$ cat config.mk
export PLATFORM = sky130hd
export DESIGN_NAME = crono_ctrl
export DESIGN_NICKNAME = d
export VERILOG_FILES = /design/src/rtl/crono_pkg.sv /design/src/rtl/crono_hms_dec.sv /design/src/rtl/crono_ctrl.sv
export SDC_FILE = /design/constraint.sdc
export NUM_CORES = 1
export LEC_CHECK = 0
export BUFFER_PORTS_ARGS = -buffer_cell sky130_fd_sc_hd__buf_2
export CAP_MARGIN = 30
export CORE_ASPECT_RATIO = 0.7
export CORE_UTILIZATION = 45
export CTS_CLUSTER_SIZE = 12
export DETAILED_ROUTE_END_ITERATION = 10
export GPL_TIMING_DRIVEN = 0
export PLACE_DENSITY = 0.68
export SYNTH_ARGS = -nofsm -noshare
export SYNTH_HDL_FRONTEND = slang
export SYNTH_SLANG_ARGS = --single-unit
$ cat constraint.sdc
create_clock -name clk -period 3 [get_ports clk]
set_clock_uncertainty 0.05 [all_clocks]
set_input_delay 0.75 -clock clk [delete_from_list [all_inputs] [get_ports clk]]
set_output_delay 0.75 -clock clk [all_outputs]
set_load 0.01 [all_outputs]
$ cat src/rtl/crono_pkg.sv
`default_nettype none
// ============================================================================
//  Module      : crono_pkg
//  Description : Shared constants for the chronometer controller: state
//                encoding, time-field limits/width and a saturation helper.
//                Optional feature macro used by this slice:
//                CRONO_AUTORELOAD_EN (reload last programmed interval).
//  Revision    : 1.0 - initial release
// ============================================================================
package crono_pkg;

    // Width of every HH/MM/SS field
    localparam int TIME_W = 8;

    // Controller state encoding (visible on the state output)
    localparam logic [2:0] IDLE  = 3'd0;
    localparam logic [2:0] EDIT  = 3'd1;
    localparam logic [2:0] LOAD  = 3'd2;
    localparam logic [2:0] RUN   = 3'd3;
    localparam logic [2:0] PAUSE = 3'd4;
    localparam logic [2:0] DONE  = 3'd5;

    // Field limits used both for clamping and for borrow reload
    localparam logic [TIME_W-1:0] SEC_MAX = 8'd59;
    localparam logic [TIME_W-1:0] MIN_MAX = 8'd59;

    // Saturate a field value to an upper limit
    function automatic logic [TIME_W-1:0] sat_max(input logic [TIME_W-1:0] v,
                                                  input logic [TIME_W-1:0] lim);
        return (v > lim) ? lim : v;
    endfunction

endpackage
`default_nettype wire

$ cat src/rtl/crono_hms_dec.sv
`default_nettype none
// ============================================================================
//  Module      : crono_hms_dec
//  Description : Combinational HH:MM:SS decrement-by-one with borrow chain,
//                plus zero flags for the input value and for the result.
//  Revision    : 1.0 - initial release
// ============================================================================
module crono_hms_dec
    import crono_pkg::*;
(
    input  logic [TIME_W-1:0] i_h,
    input  logic [TIME_W-1:0] i_m,
    input  logic [TIME_W-1:0] i_s,
    output logic [TIME_W-1:0] o_h,
    output logic [TIME_W-1:0] o_m,
    output logic [TIME_W-1:0] o_s,
    output logic              o_in_zero,
    output logic              o_dec_zero
);

    localparam logic [TIME_W-1:0] c_one  = TIME_W'(1);
    localparam logic [TIME_W-1:0] c_zero = '0;

    logic w_s_borrow;
    logic w_m_borrow;

    // Borrow chain: seconds wrap to 59 and borrow a minute, minutes likewise
    always_comb begin
        w_s_borrow = (i_s == c_zero);
        w_m_borrow = w_s_borrow && (i_m == c_zero);
        o_s        = w_s_borrow ? SEC_MAX : (i_s - c_one);
        o_m        = w_s_borrow ? ((i_m == c_zero) ? MIN_MAX : (i_m - c_one)) : i_m;
        o_h        = w_m_borrow ? (i_h - c_one) : i_h;
    end

    // Zero detection on the current count and on the decremented count
    always_comb begin
        o_in_zero  = (i_h == c_zero) && (i_m == c_zero) && (i_s == c_zero);
        o_dec_zero = (o_h == c_zero) && (o_m == c_zero) && (o_s == c_zero);
    end

endmodule
`default_nettype wire

$ cat src/rtl/crono_ctrl.sv
`default_nettype none
// ============================================================================
//  Module      : crono_ctrl
//  Description : Chronometer (countdown) sequencing controller. Grants the
//                HH:MM:SS editor its enable, latches the edited value with
//                clamping, counts down on a 1 Hz tick and rings at zero.
//                Optional feature macro: CRONO_AUTORELOAD_EN - when defined,
//                leaving DONE reloads the last programmed interval from a
//                shadow register; when undefined no shadow exists.
//  Revision    : 1.0 - initial release
// ============================================================================
module crono_ctrl
    import crono_pkg::*;
#(
    parameter int HOUR_MAX  = 23,
    parameter int RING_SECS = 10
) (
    input  logic              clk,
    input  logic              reset,
    input  logic              tick_1hz,
    input  logic              bt_start,
    input  logic              bt_edit,
    input  logic              bt_stop,
    input  logic [TIME_W-1:0] hcr_in,
    input  logic [TIME_W-1:0] mcr_in,
    input  logic [TIME_W-1:0] scr_in,
    output logic              edit_en,
    output logic [TIME_W-1:0] h_run,
    output logic [TIME_W-1:0] m_run,
    output logic [TIME_W-1:0] s_run,
    output logic              ring,
    output logic              busy,
    output logic [2:0]        state
);

    localparam int                c_rc_w     = $clog2(RING_SECS + 1);
    localparam logic [c_rc_w-1:0] c_rc_lim   = c_rc_w'(RING_SECS);
    localparam logic [c_rc_w-1:0] c_rc_one   = c_rc_w'(1);
    localparam logic [TIME_W-1:0] c_hour_max = TIME_W'(HOUR_MAX);

    // FSM state and registered outputs
    logic [2:0]        r_state;
    logic [2:0]        w_state_nxt;
    logic              r_edit_en;
    logic              r_ring;
    logic              r_busy;
    logic              w_edit_en_nxt;
    logic              w_ring_nxt;
    logic              w_busy_nxt;

    // Countdown datapath
    logic [TIME_W-1:0] r_h;
    logic [TIME_W-1:0] r_m;
    logic [TIME_W-1:0] r_s;
    logic [TIME_W-1:0] w_h_nxt;
    logic [TIME_W-1:0] w_m_nxt;
    logic [TIME_W-1:0] w_s_nxt;
    logic [TIME_W-1:0] w_h_dec;
    logic [TIME_W-1:0] w_m_dec;
    logic [TIME_W-1:0] w_s_dec;
    logic [TIME_W-1:0] w_ld_h;
    logic [TIME_W-1:0] w_ld_m;
    logic [TIME_W-1:0] w_ld_s;
    logic              w_cnt_zero;
    logic              w_dec_zero;

    // Ring duration counter
    logic [c_rc_w-1:0] r_rcnt;
    logic [c_rc_w-1:0] w_rcnt_nxt;
    logic [c_rc_w-1:0] w_rcnt_inc;
    logic              w_rc_expire;

    // Button edge detection
    logic              r_hist_start;
    logic              r_hist_edit;
    logic              r_hist_stop;
    logic              w_raw_start;
    logic              w_raw_edit;
    logic              w_stop_e;
    logic              w_edit_e;
    logic              w_start_e;

`ifdef CRONO_AUTORELOAD_EN
    logic [TIME_W-1:0] r_sh_h;
    logic [TIME_W-1:0] r_sh_m;
    logic [TIME_W-1:0] r_sh_s;
`endif

    crono_hms_dec u_dec (
        .i_h        (r_h),
        .i_m        (r_m),
        .i_s        (r_s),
        .o_h        (w_h_dec),
        .o_m        (w_m_dec),
        .o_s        (w_s_dec),
        .o_in_zero  (w_cnt_zero),
        .o_dec_zero (w_dec_zero)
    );

    // Rising edges with stop > edit > start; losers are dropped, not queued
    always_comb begin
        w_raw_start = bt_start & ~r_hist_start;
        w_raw_edit  = bt_edit  & ~r_hist_edit;
        w_stop_e    = bt_stop  & ~r_hist_stop;
        w_edit_e    = w_raw_edit  & ~w_stop_e;
        w_start_e   = w_raw_start & ~w_stop_e & ~w_raw_edit;
    end

    // Clamped editor values and ring-counter increment
    always_comb begin
        w_ld_h      = sat_max(hcr_in, c_hour_max);
        w_ld_m      = sat_max(mcr_in, MIN_MAX);
        w_ld_s      = sat_max(scr_in, SEC_MAX);
        w_rcnt_inc  = r_rcnt + c_rc_one;
        w_rc_expire = tick_1hz && (w_rcnt_inc == c_rc_lim);
    end

    // FSM state register with registered outputs
    always_ff @(posedge clk or posedge reset) begin
        if (reset) begin
            r_state   <= IDLE;
            r_edit_en <= 1'b0;
            r_ring    <= 1'b0;
            r_busy    <= 1'b0;
        end else begin
            r_state   <= w_state_nxt;
            r_edit_en <= w_edit_en_nxt;
            r_ring    <= w_ring_nxt;
            r_busy    <= w_busy_nxt;
        end
    end

    // FSM next-state decode
    always_comb begin
        w_state_nxt = r_state;
        if (w_stop_e) begin
            w_state_nxt = IDLE;
        end else begin
            case (r_state)
                IDLE:    if (w_edit_e)                       w_state_nxt = EDIT;
                         else if (w_start_e && !w_cnt_zero)  w_state_nxt = RUN;
                EDIT:    if (w_edit_e)                       w_state_nxt = LOAD;
                LOAD:                                        w_state_nxt = IDLE;
                RUN:     if (w_start_e)                      w_state_nxt = PAUSE;
                         else if (tick_1hz && w_dec_zero)    w_state_nxt = DONE;
                PAUSE:   if (w_start_e)                      w_state_nxt = RUN;
                         else if (w_edit_e)                  w_state_nxt = EDIT;
                DONE:    if (w_start_e || w_edit_e || w_rc_expire)
                                                             w_state_nxt = IDLE;
                default:                                     w_state_nxt = IDLE;
            endcase
        end
    end

    // FSM outputs and countdown/ring-counter next values
    always_comb begin
        w_edit_en_nxt = (w_state_nxt == EDIT);
        w_ring_nxt    = (w_state_nxt == DONE);
        w_busy_nxt    = (w_state_nxt == RUN) || (w_state_nxt == PAUSE);
        w_h_nxt       = r_h;
        w_m_nxt       = r_m;
        w_s_nxt       = r_s;
        w_rcnt_nxt    = r_rcnt;
        if (w_stop_e) begin
            w_h_nxt    = '0;
            w_m_nxt    = '0;
            w_s_nxt    = '0;
            w_rcnt_nxt = '0;
        end else begin
            case (r_state)
                LOAD: begin
                    w_h_nxt = w_ld_h;
                    w_m_nxt = w_ld_m;
                    w_s_nxt = w_ld_s;
                end
                RUN: begin
                    // A coincident start edge pauses instead of decrementing
                    if (!w_start_e && tick_1hz) begin
                        w_h_nxt = w_h_dec;
                        w_m_nxt = w_m_dec;
                        w_s_nxt = w_s_dec;
                        if (w_dec_zero) w_rcnt_nxt = '0;
                    end
                end
                DONE: begin
                    if (w_state_nxt == IDLE) begin
                        w_rcnt_nxt = '0;
`ifdef CRONO_AUTORELOAD_EN
                        w_h_nxt    = r_sh_h;
                        w_m_nxt    = r_sh_m;
                        w_s_nxt    = r_sh_s;
`endif
                    end else if (tick_1hz) begin
                        w_rcnt_nxt = w_rcnt_inc;
                    end
                end
                default: ;
            endcase
        end
    end

    // Countdown value, ring counter and button history registers
    always_ff @(posedge clk or posedge reset) begin
        if (reset) begin
            r_h          <= '0;
            r_m          <= '0;
            r_s          <= '0;
            r_rcnt       <= '0;
            r_hist_start <= 1'b0;
            r_hist_edit  <= 1'b0;
            r_hist_stop  <= 1'b0;
        end else begin
            r_h          <= w_h_nxt;
            r_m          <= w_m_nxt;
            r_s          <= w_s_nxt;
            r_rcnt       <= w_rcnt_nxt;
            r_hist_start <= bt_start;
            r_hist_edit  <= bt_edit;
            r_hist_stop  <= bt_stop;
        end
    end

`ifdef CRONO_AUTORELOAD_EN
    // Shadow of the last loaded interval; survives stop, refreshed on LOAD
    always_ff @(posedge clk or posedge reset) begin
        if (reset) begin
            r_sh_h <= '0;
            r_sh_m <= '0;
            r_sh_s <= '0;
        end else if ((r_state == LOAD) && !w_stop_e) begin
            r_sh_h <= w_ld_h;
            r_sh_m <= w_ld_m;
            r_sh_s <= w_ld_s;
        end
    end
`endif

    assign edit_en = r_edit_en;
    assign ring    = r_ring;
    assign busy    = r_busy;
    assign state   = r_state;
    assign h_run   = r_h;
    assign m_run   = r_m;
    assign s_run   = r_s;

endmodule
`default_nettype wire

==> flow_metrics.env, run 1 <==
export IMPL_ys_warn_count=0
export IMPL_drt_pass1_iter_count=5
export IMPL_maxSlewViolCount=0
export IMPL_arrival_ps=2860
export IMPL_synth_net_count=370
export IMPL_final_net_count=437
export IMPL_cts_root_buf="clkbuf_8"
export IMPL_finalCritPeriodShare_pct=90.7
export IMPL_synth_area_mux_share_pct=1.28
export IMPL_dp_final_hpwl_um=5890
export IMPL_ys_flop_type="dfrtp_1"
export IMPL_synth_edff_count=0
export IMPL_hold_ws_ps=504
export IMPL_critPathBufInv=2
export IMPL_final_common_cell="buf_2"
export IMPL_route_detailed_drc=0
export IMPL_io_buffers=59
export IMPL_synth_top_family_by_area="simple AND/OR/NAND/NOR gates"
export IMPL_status="finished clean"
export IMPL_cpPeakStageDelay_ps=450
export IMPL_setup_violations_final=0
export IMPL_cp_slowest_cell="dfrtp_1"
export IMPL_path_common_cell="inv_1"
export IMPL_maxCapViolCount=0
export IMPL_ys_seq_area_share_pct=33.8
export IMPL_drt_wirelength_per_cell_um=17.2
export IMPL_antenna_cells=0
export IMPL_die_h_um=67.3
export IMPL_path_max_fanout=8
export IMPL_numCtsBuffers=5
export IMPL_hold_viol=0
export IMPL_synth_largest_area_cell="dfrtp_1"
export IMPL_ant_nets=0
export IMPL_pre_cts_slack_ps=25.8
export IMPL_cp_start_kind="register"
export IMPL_insertion_delay_ps=300
export IMPL_grt_pass1_wl_um=13100
export IMPL_worstPathCellList="inv_1 -> ha_1 -> nor3b_4 -> and4_1 -> nand2_1 -> nor4b_2 -> o211a_1 -> nand2b_1 -> inv_1 -> and3_1"
export IMPL_fmax_mhz=367
export IMPL_p_leak_uw=0.00138
export IMPL_end_kind="register"
export IMPL_rsz0062_at_grt="false"
export IMPL_slew_headroom_pct=45.7
export IMPL_required_ps=3140
export IMPL_clkTransAtPathRegs_ps=80
export IMPL_grt_overflow_total=0
export IMPL_p_per_area_nw_per_um2=523
export IMPL_ir_worst_vdd_mv=0.212
export IMPL_syn_to_final_growth_pct=17.7
export IMPL_worst_pin_slew_ps=813
export IMPL_synth_top_area_share_pct=33.8
export IMPL_h_tree_depth=2
export IMPL_fp_row_count=23
export IMPL_synth_seq_cells=37
export IMPL_dieArea_sq_um=6400
export IMPL_worstHoldPathType="reg2reg"
export IMPL_synth_compound_area_share_pct=25.2
export IMPL_start_util_pct=47.3
export IMPL_yosys_area_share_simple_pct=29.3
export IMPL_ys_async_sr_fraction_pct=100
export IMPL_drt_total_wl_um=8150
export IMPL_clock_sinks=37
export IMPL_cts_tree="done"
export IMPL_final_cell_mix="buf_2, dfrtp_1, nand2_1"
export IMPL_postLayoutSetupSlackWorst_ps=278
export IMPL_synthAdderAreaFrac_pct=3.66
export IMPL_via_per_inst=6.17
export IMPL_postCtsHoldBufs=0
export IMPL_syn_inst=332
export IMPL_grt_max_degree=38
export IMPL_postLayoutCoreUtil_pct=55.7
export IMPL_io_pins=60
export IMPL_clk_path_buf_depth=2
export IMPL_min_period_ps=2720
export IMPL_cp_top_family="simple AND/OR/NAND/NOR gates"
export IMPL_path_class="reg2reg"
export IMPL_first_iter_violations=300
export IMPL_core_sq_um=5780
export IMPL_grt_pass1_vias=2577
export IMPL_stdcell_area_sq_um=3220
export IMPL_fp_dieW_um=95.2
export IMPL_track_usage_pct=27.2
export IMPL_placed_area_sq_um=3130
export IMPL_synth_xor_area_share_pct=1.60
export IMPL_synthTopCellsByArea="dfrtp_1, o21ai_0, nand2_1"
export IMPL_ys_types=61
export IMPL_finalWeightedCongestion=0.942
export IMPL_antenna_found_initial=0
export IMPL_vias=2918
export IMPL_synth_avg_cell_area_sq_um=8.25
export IMPL_setup_tns_final_ps=0
export IMPL_drive_above_1_share_pct=20.9
export IMPL_syn_area_sq_um=2740
==> layout make-up <==
| class | instances | area (sq um) |
|---|---|---|
| Inverter | 18 | 67.6 |
| Timing Repair Buffer | 60 | 303 |
| Clock inverter | 1 | 5.00 |
| Clock buffer | 5 | 68.8 |
| Buffer | 16 | 73.8 |
| Tap cell | 75 | 93.8 |
| Sequential cell | 37 | 927 |
| Multi-Input combinational cell | 261 | 1680 |
| Fill cell | 565 | 2560 |
==> path summary, 6_finish.rpt <==
path,from,to,slack [ps],cells past startpoint
setup reg to reg,s_run[1]$_DFFE_PP0P_,ring$_DFF_PP0_,280,10
max in group asynchronous,reset,s_run[0]$_DFFE_PP0P_,1780,2
setup / recovery,s_run[1]$_DFFE_PP0P_,ring$_DFF_PP0_,280,10
hold / removal,r_rcnt[3]$_DFFE_PP0P_,r_rcnt[3]$_DFFE_PP0P_,500,1
hold reg to reg,r_rcnt[3]$_DFFE_PP0P_,r_rcnt[3]$_DFFE_PP0P_,500,1
min in group asynchronous,reset,r_rcnt[3]$_DFFE_PP0P_,560,2
==> cell usage after synthesis, types with 4 or more instances <==
| library cell | count |
|---|---|
| nand2b_1 | 8 |
| nor4b_1 | 5 |
| and3_1 | 6 |
| nor4_1 | 6 |
| and2_1 | 4 |
| a31oi_1 | 11 |
| inv_1 | 18 |
| nor3_1 | 8 |
| dfrtp_1 | 37 |
| o21ai_0 | 32 |
| o22a_1 | 8 |
| or3_1 | 4 |
| nand4_1 | 5 |
| nand2_1 | 33 |
| nor2_1 | 25 |
| nand3_1 | 11 |
| clkbuf_1 | 11 |
| a21oi_1 | 18 |
| ha_1 | 8 |
| nor2b_1 | 6 |
| o221ai_1 | 4 |
==> sequential cells by signal, indices dropped and copies added, names as in the netlist <==
| register | flops |
|---|---|
| m_run | 8 |
| r_hist_edit | 1 |
| state | 3 |
| busy | 1 |
| s_run | 8 |
| r_hist_stop | 1 |
| h_run | 8 |
| ring | 1 |
| r_hist_start | 1 |
| r_rcnt | 4 |
| edit_en | 1 |
==> logic make-up after synthesis <==
group / after synthesis
AOI/OAI and AO/OA: 105
xor gates and xnor gates: 5
adders and majority gates: 8
buffers and inverters: 34
DFF: 37
muxes: 3
and+or+nand+nor: 140
==> routing by layer <==
metal	GRT usage [%]	wire [um]
met3	5.41	682
met1	41.4	4110
met2	38.2	3290
met5	0	0
met4	8.14	70
==> where the power goes <==
| group | internal (uW) | switching (uW) |
|---|---|---|
| combinational | 271 | 412 |
| sequential | 571 | 91.7 |
| clock | 153 | 185 |
==> metrics by stage <==
step | power (uW) | cells
floorplan | 1100 | 332
global placement | 1310 | 466
detailed placement | 1320 | 466
CTS | 1660 | 472
global route | 1790 | 473
finish | 1680 | 473
==> timing repair <==
item | in CTS | in global routing
setup buffers | 0 | 1
setup endpoints to repair | 0 | 12
resized for setup | 0 | 3
Note: power is estimated with default switching activity, not from simulation.
==> run 2, diff against run 1 <==
- CORE_MARGIN: unset -> 2
- CORE_UTILIZATION: 45 -> 30
- PLACE_DENSITY: 0.68 -> unset
==> run 2 against run 1 <==
  * First-iteration DRC count is 8.7% lower
  * Wire length is 9.5% higher
  * Sequential power rose by 0.8%
  * Largest power group unchanged
  * Cell area grew 3.9%
  * Worst hold slack gained 24 ps
==> flow_metrics.env, run 2 (synthesis gave the netlist of run 1 again) <==
export IMPL_p_leak_uw=0.00142
export IMPL_worst_pin_slew_ps=812
export IMPL_fin_cells=524
export IMPL_pre_cts_slack_ps=40.5
export IMPL_vias=2889
export IMPL_path_max_fanout=8
export IMPL_cp_slowest_cell="dfrtp_1"
export IMPL_route_detailed_drc=0
export IMPL_worstPathCellList="inv_1 -> ha_1 -> nor3b_4 -> buf_4 -> and2_1 -> nand3_1 -> or3_1 -> nor3b_1 -> o21ai_0 -> o41ai_1"
export IMPL_path_class="reg2reg"
export IMPL_maxCapViolCount=0
export IMPL_drt_pass1_iter_count=5
export IMPL_h_tree_depth=2
export IMPL_drive_above_1_share_pct=20.8
export IMPL_clock_sinks=37
export IMPL_die_h_um=83.9
export IMPL_antenna_found_initial=0
export IMPL_numCtsBuffers=5
export IMPL_n_fill_cell=925
export IMPL_syn_to_final_growth_pct=22.3
export IMPL_maxSlewViolCount=0
export IMPL_fp_row_count=29
export IMPL_clkTransAtPathRegs_ps=60
export IMPL_cts_tree="done"
export IMPL_ff_latch_area_sq_um=926
export IMPL_final_common_cell="buf_2"
export IMPL_track_usage_pct=18.4
export IMPL_arrival_ps=2900
export IMPL_postLayoutSetupSlackWorst_ps=196
export IMPL_p_per_area_nw_per_um2=561
export IMPL_ant_nets=0
export IMPL_final_net_count=437
export IMPL_worstHoldPathType="reg2reg"
export IMPL_cts_root_buf="clkbuf_16"
export IMPL_min_period_ps=2800
export IMPL_grt_overflow_total=0
export IMPL_ir_worst_vdd_mv=0.253
export IMPL_rsz0062_at_grt="false"
export IMPL_cpPeakStageDelay_ps=470
export IMPL_setup_tns_final_ps=0
export IMPL_cp_start_kind="register"
export IMPL_antenna_cells=0
export IMPL_fmax_mhz=357
export IMPL_multi_input_area_sq_um=1680
export IMPL_status="finished clean"
export IMPL_required_ps=3100
export IMPL_start_util_pct=30.5
export IMPL_finalCritPeriodShare_pct=93.5
export IMPL_final_cell_mix="buf_2, dfrtp_1, nand2_1"
export IMPL_finalWeightedCongestion=0.868
export IMPL_setup_violations_final=0
export IMPL_postLayoutCoreUtil_pct=37.3
export IMPL_io_pins=60
export IMPL_grt_pass1_vias=2743
export IMPL_drt_wirelength_per_cell_um=17.0
export IMPL_slew_headroom_pct=45.8
export IMPL_dp_cells=515
export IMPL_first_iter_violations=274
export IMPL_via_per_inst=5.51
export IMPL_core_sq_um=8960
export IMPL_hold_ws_ps=528
export IMPL_end_kind="register"
export IMPL_drt_total_wl_um=8920
export IMPL_io_buffers=59
export IMPL_dp_final_hpwl_um=6640
export IMPL_clk_path_buf_depth=2
export IMPL_dieArea_sq_um=9920
export IMPL_fp_dieW_um=118
export IMPL_grt_max_degree=38
export IMPL_grt_pass1_wl_um=14500
export IMPL_hold_viol=0
export IMPL_postCtsHoldBufs=0
export IMPL_insertion_delay_ps=290
-- run 2: path summary, 6_finish.rpt --
check,startpoint,endpoint,slack [ps],depth (start not counted)
worst max register to register,s_run[0]$_DFFE_PP0P_,m_run[6]$_DFFE_PP0P_,200,10
max in group asynchronous,reset,busy$_DFF_PP0_,1810,2
min in group asynchronous,reset,s_run[1]$_DFFE_PP0P_,570,2
worst max-delay path,s_run[0]$_DFFE_PP0P_,m_run[6]$_DFFE_PP0P_,200,10
worst min-delay path,r_rcnt[3]$_DFFE_PP0P_,r_rcnt[3]$_DFFE_PP0P_,530,1
worst min register to register,r_rcnt[3]$_DFFE_PP0P_,r_rcnt[3]$_DFFE_PP0P_,530,1
-- run 2: final cells by class --
class / count / area share (%)
well taps: 124 / 4.64
repair buffers: 60 / 9.05
multi-input cells: 261 / 50.3
inverters: 18 / 2.02
plain buffers: 16 / 2.21
clock inverters: 2 / 0.299
clock buffers: 6 / 3.85
flip-flops and latches: 37 / 27.7
-- run 2: repair_timing --
| action | CTS | global route |
|---|---|---|
| setup endpoints to repair | 0 | 11 |
| setup buffers | 0 | 1 |
| resized for setup | 0 | 2 |
-- run 2: stage by stage --
step | area (sq um) | power [uW]
after floorplan | 2740 | 1100
after global routing | 3350 | 2000
after global placement | 3190 | 1330
final | 3350 | 1880
after detailed placement | 3190 | 1340
after CTS | 3330 | 1870
-- run 2: critical path, delay by kind of cell (launching register included) --
| kind | cells | cell delay (ps) |
|---|---|---|
| buffers and inverters | 2 | 340 |
| AOI/OAI and AO/OA | 2 | 300 |
| and+or+nand+nor | 5 | 1280 |
| DFF | 1 | 470 |
| adders and majority gates | 1 | 230 |
-- run 2: metal layers --
layer / vias up / global-route usage [%] / wire [um]
met1: 1362 / 29.0 / 4660
met2: 132 / 25.1 / 3510
li1: 1383 / - / -
met5: - / 0 / 0
met3: 12 / 3.83 / 668
met4: 0 / 3.94 / 89
-- run 2: power breakdown --
group | total [uW] | switching (uW) | internal [uW]
registers | 668 | 96.9 | 571
logic | 687 | 417 | 270
clock network | 521 | 215 | 306
==> run 3, diff against run 2 <==
- CORE_ASPECT_RATIO: 0.7 -> unset
- PLACE_DENSITY: unset -> 0.5
- TNS_END_PERCENT: unset -> 50
==> run 3 against run 2 <==
  * Register-to-register slack about the same
  * Total power down 8.6%
  * Sequential share of layout area up 0.60 points
  * Sequential power about the same
  * Clock power down 31%
  * Critical endpoint is now busy$_DFF_PP0_
  * Largest cell class unchanged
==> flow_metrics.env, run 3 (synthesis gave the netlist of run 1 again) <==
export IMPL_status="finished clean"
export IMPL_cp_top_family="simple AND/OR/NAND/NOR gates"
export IMPL_final_net_count=438
export IMPL_grt_max_degree=38
export IMPL_p_leak_uw=0.00139
export IMPL_cpPeakStageDelay_ps=480
export IMPL_met2_length_um=4010
export IMPL_cp_slowest_cell="dfrtp_1"
export IMPL_ant_nets=0
export IMPL_final_common_cell="buf_2"
export IMPL_syn_to_final_growth_pct=19.7
export IMPL_critPathBufInv=1
export IMPL_path_class="reg2reg"
export IMPL_slew_headroom_pct=45.3
export IMPL_fmax_mhz=355
export IMPL_grt_overflow_total=0
export IMPL_whs_endpoint="r_rcnt[3]$_DFFE_PP0P_"
export IMPL_io_buffers=59
export IMPL_maxCapViolCount=0
export IMPL_fp_dieW_um=99.5
export IMPL_io_pins=60
export IMPL_numCtsBuffers=5
export IMPL_path_max_fanout=8
export IMPL_worstHoldPathType="reg2reg"
export IMPL_routedLengthMet1_um=4260
export IMPL_finalWeightedCongestion=0.891
export IMPL_arrival_ps=2940
export IMPL_antenna_cells=0
export IMPL_cp_num_cells=9
export IMPL_r2r_setup_slack_ps=190
export IMPL_final_cell_mix="buf_2, dfrtp_1, nand2_1"
export IMPL_h_tree_depth=2
export IMPL_hold_viol=0
export IMPL_insertion_delay_ps=300
export IMPL_placed_area_sq_um=3170
export IMPL_n_fill_cell=924
export IMPL_min_path_cells=1
export IMPL_dp_final_hpwl_um=6470
export IMPL_antenna_found_initial=0
export IMPL_required_ps=3120
export IMPL_setup_violations_final=0
export IMPL_worstPathCellList="inv_1 -> ha_1 -> nor3b_4 -> nand4_2 -> mux2_4 -> nor4_4 -> nand3_2 -> a31oi_1 -> o21ai_0"
export IMPL_drt_total_wl_um=8810
export IMPL_first_iter_violations=145
export IMPL_rsz0062_at_grt="false"
export IMPL_cts_tree="done"
export IMPL_postCtsHoldBufs=0
export IMPL_route_detailed_drc=0
export IMPL_worst_pin_slew_ps=819
export IMPL_track_usage_pct=17.7
export IMPL_crit_reg2reg_launch="s_run[0]$_DFFE_PP0P_"
export IMPL_routed_top_layer="met4"
export IMPL_cts_root_buf="clkbuf_8"
export IMPL_p_per_area_nw_per_um2=523
export IMPL_start_util_pct=31.1
export IMPL_comb_power_share_pct=40.1
export IMPL_core_sq_um=8810
export IMPL_p_int_uw=1000
export IMPL_clock_sinks=37
export IMPL_seqPwrFrac_pct=38.8
export IMPL_end_kind="register"
export IMPL_fp_row_count=34
export IMPL_clkTransAtPathRegs_ps=80
export IMPL_finalCritPeriodShare_pct=93.8
export IMPL_hold_ws_ps=515
export IMPL_grt_pass1_wl_um=14000
export IMPL_maxSlewViolCount=0
export IMPL_vias=2847
export IMPL_drt_pass1_iter_count=5
export IMPL_grt_pass1_vias=2767
export IMPL_setup_tns_final_ps=0
export IMPL_clk_path_buf_depth=2
export IMPL_min_delay_start="r_rcnt[3]$_DFFE_PP0P_"
export IMPL_switching_power_uw=710
export IMPL_stdcell_area_sq_um=3280
export IMPL_ff2ff_path_depth=9
export IMPL_ir_worst_vdd_mv=0.173
export IMPL_die_h_um=99.5
export IMPL_dieArea_sq_um=9910
export IMPL_rr_endpoint="busy$_DFF_PP0_"
export IMPL_wl_met3_um=447
export IMPL_drive_above_1_share_pct=20.9
export IMPL_min_period_ps=2810
export IMPL_switching_share_pct=41.4
export IMPL_via_per_inst=5.59
export IMPL_pwr_share_clk_pct=21.1
export IMPL_cp_start_kind="register"
export IMPL_drt_wirelength_per_cell_um=17.3
## run 3: per-stage QoR
stage | utilization [%] | power [uW] | instances | setup slack, ps
floorplan | - | 1100 | 332 | 453
global placement | 36.0 | 1330 | 499 | 40.9
detailed placement | 36.0 | 1340 | 499 | 3.70
CTS | 37.0 | 1710 | 507 | 104
global route | 37.2 | 1830 | 509 | 3.18
finish | 37.2 | 1710 | 509 | 185
## run 3: power groups by stage
| stage | clock (uW) | sequential, uW | combinational, uW |
|---|---|---|---|
| global route | 399 | 676 | 759 |
| finish | 362 | 665 | 687 |
| floorplan | 0 | 687 | 414 |
| CTS | 379 | 664 | 671 |
| global placement | 0 | 672 | 657 |
| detailed placement | 0 | 674 | 663 |
## run 3: worst max path at each step
stage | slack (ps) | start | endpoint
after floorplan | 450 | s_run[0]$_DFFE_PP0P_ | r_rcnt[0]$_DFFE_PP0P_
after global placement | 40 | s_run[0]$_DFFE_PP0P_ | busy$_DFF_PP0_
after detailed placement | 4 | s_run[0]$_DFFE_PP0P_ | busy$_DFF_PP0_
after CTS | 100 | s_run[0]$_DFFE_PP0P_ | busy$_DFF_PP0_
after global routing | 3 | s_run[0]$_DFFE_PP0P_ | busy$_DFF_PP0_
final | 190 | s_run[0]$_DFFE_PP0P_ | busy$_DFF_PP0_
## run 3: cell type report
type	instances	area (sq um)	share of cell area [%]
Buffer	16	73.8	2.25
Sequential cell	37	926	28.3
Clock buffer	5	68.8	2.10
Inverter	18	67.6	2.06
Multi-Input combinational cell	261	1680	51.2
Timing Repair Buffer	61	310	9.47
Tap cell	108	135	4.13
Clock inverter	3	17.5	0.535
## run 3: timing repair
action,4_1_cts,5_1_grt
resized for setup,1,0
endpoints found under the hold margin,0,0
buffers inserted,0,2
setup endpoints to repair,2,4
## run 3: layer usage
| layer | up-vias | track usage [%] |
|---|---|---|
| met4 | 0 | 5.06 |
| met3 | 7 | 1.97 |
| li1 | 1378 | - |
| met2 | 89 | 27.9 |
| met1 | 1373 | 25.7 |
| met5 | - | 0 |
